### src/rtl/instr_fetch.sv
`default_nettype none
// ============================================================================
// Module   : instr_fetch
// Purpose  : Byte-serial program buffer and one-word-per-cycle sequencer that
//            feeds the mini RISC-V core, substituting a NOP when idle.
// Revision : 1.0 - initial release
// ============================================================================
module instr_fetch #(
    parameter int DEPTH = 16,
    parameter int AW    = 4
) (
    input  logic          clk,
    input  logic          rst,
    input  logic [7:0]    load_data,
    input  logic          load_valid,
    output logic          load_ready,
    input  logic          clear,
    input  logic          start,
    input  logic          loop,
    input  logic          halt,
    input  logic          stall,
    output logic [15:0]   instr,
    output logic          instr_valid,
    output logic [AW-1:0] pc,
    output logic [AW:0]   count,
    output logic          busy,
    output logic          done
);

    // Opcode 11 / funct3 000: the core writes nothing and returns x0.
    localparam logic [15:0] c_NOP  = 16'h0003;
    localparam logic [AW:0] c_FULL = (AW+1)'(DEPTH);

    typedef enum logic [1:0] {
        S_IDLE = 2'd0,
        S_RUN  = 2'd1,
        S_DONE = 2'd2
    } state_t;

    state_t        state_q, state_d;
    logic [AW:0]   count_q, count_d;
    logic          phase_q, phase_d;
    logic [7:0]    lo_q, lo_d;
    logic [AW-1:0] addr_q, addr_d;
    logic          loop_q, loop_d;
    logic          drain_q, drain_d;
    logic [15:0]   instr_q, instr_d;
    logic          valid_q, valid_d;
    logic [AW-1:0] pc_q, pc_d;
    logic          busy_q, busy_d;

    logic [15:0]   mem [DEPTH];
    logic          w_mem_we;
    logic [15:0]   w_mem_wdata;
    logic          w_last;

    assign w_last = ({1'b0, addr_q} == (count_q - 1'b1));

    always_comb begin
        state_d     = state_q;
        count_d     = count_q;
        phase_d     = phase_q;
        lo_d        = lo_q;
        addr_d      = addr_q;
        loop_d      = loop_q;
        drain_d     = drain_q;
        instr_d     = c_NOP;
        valid_d     = 1'b0;
        pc_d        = pc_q;
        busy_d      = 1'b0;
        w_mem_we    = 1'b0;
        w_mem_wdata = {load_data, lo_q};

        unique case (state_q)
            S_IDLE: begin
                if (clear) begin
                    count_d = '0;
                    phase_d = 1'b0;
                end else if (start && (count_q != '0)) begin
                    // A dangling low byte is discarded on start.
                    loop_d  = loop;
                    phase_d = 1'b0;
                    addr_d  = '0;
                    drain_d = 1'b0;
                    state_d = S_RUN;
                end else if (load_valid && load_ready) begin
                    if (phase_q) begin
                        w_mem_we = 1'b1;
                        count_d  = count_q + 1'b1;
                        phase_d  = 1'b0;
                    end else begin
                        lo_d    = load_data;
                        phase_d = 1'b1;
                    end
                end
            end
            S_RUN: begin
                if (halt) begin
                    state_d = S_IDLE;
                end else if (drain_q) begin
                    // Last word is on the bus now; present the NOP, then DONE.
                    state_d = S_DONE;
                end else begin
                    busy_d = 1'b1;
                    if (!stall) begin
                        instr_d = mem[addr_q];
                        valid_d = 1'b1;
                        pc_d    = addr_q;
                        if (w_last) begin
                            if (loop_q) begin
                                addr_d = '0;
                            end else begin
                                drain_d = 1'b1;
                            end
                        end else begin
                            addr_d = addr_q + 1'b1;
                        end
                    end
                end
            end
            S_DONE: begin
                state_d = S_IDLE;
            end
            default: begin
                state_d = S_IDLE;
            end
        endcase
    end

    always_ff @(posedge clk) begin
        if (rst) begin
            state_q <= S_IDLE;
            count_q <= '0;
            phase_q <= 1'b0;
            lo_q    <= '0;
            addr_q  <= '0;
            loop_q  <= 1'b0;
            drain_q <= 1'b0;
            instr_q <= c_NOP;
            valid_q <= 1'b0;
            pc_q    <= '0;
            busy_q  <= 1'b0;
        end else begin
            state_q <= state_d;
            count_q <= count_d;
            phase_q <= phase_d;
            lo_q    <= lo_d;
            addr_q  <= addr_d;
            loop_q  <= loop_d;
            drain_q <= drain_d;
            instr_q <= instr_d;
            valid_q <= valid_d;
            pc_q    <= pc_d;
            busy_q  <= busy_d;
        end
    end

    // Program storage is deliberately left out of reset.
    always_ff @(posedge clk) begin
        if (w_mem_we) begin
            mem[count_q[AW-1:0]] <= w_mem_wdata;
        end
    end

    assign load_ready  = (state_q == S_IDLE) && (count_q < c_FULL);
    assign instr       = instr_q;
    assign instr_valid = valid_q;
    assign pc          = pc_q;
    assign count       = count_q;
    assign busy        = busy_q;
    assign done        = (state_q == S_DONE);

endmodule
`default_nettype wire

### config.mk
export PLATFORM = sky130hd
export DESIGN_NAME = instr_fetch
export DESIGN_NICKNAME = d
export VERILOG_FILES = /design/src/rtl/instr_fetch.sv
export SDC_FILE = /design/constraint.sdc
export NUM_CORES = 1
export LEC_CHECK = 0
export BUFFER_PORTS_ARGS = -buffer_cell sky130_fd_sc_hd__buf_4
export CORE_ASPECT_RATIO = 1.25
export CORE_MARGIN = 1
export CORE_UTILIZATION = 46
export DETAILED_ROUTE_END_ITERATION = 16
export PLACE_DENSITY = 0.73
export RECOVER_POWER = 50
export SLEW_MARGIN = 10
export SYNTH_ARGS = -nofsm -noshare
export SYNTH_HDL_FRONTEND = slang
export SYNTH_SLANG_ARGS = --single-unit
### constraint.sdc
create_clock -name clk -period 6.4 [get_ports clk]
set_input_delay 0.96 -clock clk [delete_from_list [all_inputs] [get_ports clk]]
set_output_delay 0.96 -clock clk [all_outputs]
set_load 0.02 [all_outputs]
==> summary.txt <==
Fin area = 12930 sq um
# IOs = 45
Inst Count DP = 932
Top-count cell post-synth = edfxtp_1
R2r startpoint = count[0]$_SDFFE_PP0P_
Post-CTS Setup Bufs = 0
Layout cell share with drive strength beyond 1 = 19.30%
Clock latency on the worst-skew pair = 0.54 ns
Pleak = 4.057 nW
Die Y = 179.5 um
Row cnt = 64
Vias = 5694
CP Class = register to register
Final Hold Fails = 0
Layout Skew = 0.01250 ns
Max frequency = 0.2828 GHz
GR Util met3 = 3.010%
Hold Crit Class = register to register
R2R depth = 7
Final Max Tran Viols = 0
Sequential share of the synthesized area = 73.92%
Setup TNS = 0 ns
Post-synth top flop = edfxtp_1
Final Instance Count excl. Fillers = 983
Slew HR = 26.17%
Measured slew at the worst slew-check pin = 1.107 ns
Post-Synth XOR/XNOR Area = 0.6045%
ANT cells = 0
Port buffer count = 44
Chip Width = 144.0 um
Vias in the first global route = 5868
Die Area = 25840 sq um
Residual DRC = 0
GRT Total Usage = 19.78%
# resized after CTS = 0
Vias per inst = 5.792
Number of synthesized register bits = 300
Area leader, netlist = edfxtp_1
Cell Area, Placed = 12200 sq um
Tcrit/Tclk final = 55.25%
Layout Area Growth over Synthesis = 11.52%
CP arrival = 3.70 ns
Initial DRC Count = 575
Largest cells by area after synthesis = edfxtp_1, mux4_2, dfxtp_1
Starting density of the core = 47.15%
H-tree depth = 1
Synth Area per Inst = 19.71 sq um
Mapped Nets = 610
First-pass GRT wire length = 36.83 mm
CORE AREA = 24580 sq um
Met1 Use GR = 27.61%
CTS clk-pin slew, worst paths = 0.06 ns
TritonCTS clock tree = done
Hold path depth = 1
Synth warn = 0
Largest net degree at the start of global routing = 66
R2R Setup Slk = 2.86 ns
Initial antenna violation count = 0
Hold endpoint = busy$_SDFF_PP0_
Final Setup Violations = 0
Run status = completed
First-pass iteration count of the detailed router = 5
Routed WL per cell = 24.60 um
Post-synthesis simple-gate area fraction = 4.447%
Worst setup SP type = register
Worst slack, placed = 3.015 ns
Post-synth EDFFs = 256
Hold_ws = 0.5042 ns
Max FO, Critical Path = 16
Most used routing layer = met2
CTS Buf Count = 28
Final WS setup = 2.864 ns
Capturing point of the worst reg2reg path = mem[6][11]$_DFFE_PP_
Post-synth top area share = 66.32%
Post-Synthesis Cell Area = 11590 sq um
Pwr/cell area = 290.0 nW/um^2
VDD IR-drop max = 0.0002481 V
CTS root buffer = clkbuf_16
Final Util = 52.58%
Post-Synth Adder-Cell Area = 0.6477%
Fillers = 1932
Worst Min Path Start = drain_q$_SDFFE_PP0P_
GRT overflow = 0
Largest family of logic cells by synthesized area = multiplexers
Unrepaired setup endpoints after global routing = false
Final ANT Viol Nets = 0
Fin nets = 654
Hold buffers post-CTS = 0
Global routing usage on met2 = 31.54%
Post-Synthesis Cells = 588
Dpl hpwl = 14.69 mm
Synth Area in Compound Gates = 3.551%
Final weighted congestion in routability-driven placement = 0.7811
Total Routed Length = 24.18 mm
Tot Pwr = 3.749 mW
Clock period minus worst slack = 3.536 ns
Mux cell area share after synthesis = 15.16%
Max Buffers Root-to-Sink = 3
Worst Path Required = 6.56 ns
Clock sink total = 300
Synth cell count leaders = edfxtp_1, mux4_2, dfxtp_1
Post-synth ARST share = 0%
Post-synthesis cell type count = 47
Crit. End Element = register
Max-cap violations = 0
worst max-delay path, stage by stage (launching register included):
cell and delay (ns):
dfxtp_1 0.39, inv_1 0.16, ha_1 0.30, or3b_1 0.44, a211oi_1 0.51, and2_1 0.42, and3b_1 0.27, and2_1 0.67
how the worst max path moves through the flow:
stage | from | to | slack (ns) | cells past startpoint
finish | count[0]$_SDFFE_PP0P_ | mem[6][11]$_DFFE_PP_ | 2.86 | 7
detailed placement | count[0]$_SDFFE_PP0P_ | mem[4][14]$_DFFE_PP_ | 3.02 | 7
CTS | count[0]$_SDFFE_PP0P_ | mem[4][15]$_DFFE_PP_ | 3.00 | 7
global route | count[0]$_SDFFE_PP0P_ | mem[9][12]$_DFFE_PP_ | 2.51 | 7
global placement | count[0]$_SDFFE_PP0P_ | mem[7][7]$_DFFE_PP_ | 3.17 | 7
floorplan | count[0]$_SDFFE_PP0P_ | mem[7][0]$_DFFE_PP_ | 3.60 | 8
power breakdown:
part,leakage (nW),internal [mW],switching [mW]
Sequential,2.69,2.12,0.0177
Clock,0.412,0.880,0.669
Combinational,0.953,0.0189,0.0402
cell type report:
cell class,instances,area (sq um),area share [%]
Sequential cell,300,8574,66.33
Tap cell,330,412.9,3.194
Clock inverter,13,91.34,0.7066
Clock buffer,38,769.5,5.953
Inverter,7,26.28,0.2033
Timing Repair Buffer,48,232.7,1.800
Multi-Input combinational cell,247,2819,21.81
placed cells by master (no fill, tap or decap), types with 2 or more instances in the layout:
cell | synthesis | routed
a21oi_1 | 5 | 5
or2_2 | 2 | 2
mux2i_1 | 27 | 27
ha_1 | 6 | 6
clkinvlp_4 | 0 | 3
clkinv_2 | 0 | 4
clkbuf_16 | 0 | 29
dfxtp_1 | 44 | 41
xnor2_1 | 6 | 6
o21ai_0 | 3 | 3
nor2b_1 | 18 | 18
mux4_2 | 66 | 66
inv_1 | 7 | 7
nor2_1 | 22 | 22
nand2b_1 | 2 | 2
or2_1 | 2 | 2
and2_1 | 10 | 10
o211ai_1 | 3 | 3
clkinv_1 | 0 | 5
clkbuf_1 | 14 | 42
or3b_1 | 1 | 3
nor3_1 | 5 | 5
buf_4 | 1 | 14
edfxtp_1 | 256 | 256
a211oi_1 | 29 | 30
a22oi_1 | 2 | 2
dfxtp_2 | 0 | 2
and3_1 | 9 | 9
nand2_1 | 2 | 2
and3b_1 | 3 | 3
a21o_1 | 2 | 2
a32o_1 | 2 | 2
xor2_1 | 2 | 2
registers in the layout (all words and copies together), names as in the netlist, 2 cells and up:
signal / cells
mem: 256
instr: 16
lo_q: 8
count: 5
addr_q: 4
pc: 4
state_q: 2
logic make-up (layout without fill, tap and decap cells):
group                    Yosys count  in the layout
flip-flops                       300            300
multiplexers                      93             93
XOR/XNOR                           8              8
adder cells (fa/ha/maj)            6              6
buffers and inverters             41            106
AND/OR/NAND/NOR                   87             87
AO/OA/AOI/OAI                     53             53
per-layer routing:
layer	vias to the layer above	wire, um
li1	2462	-
met1	2946	9829
met2	251	11930
met3	35	1636
met4	0	783
met5	-	0
Power figures use the tool's default switching activity.
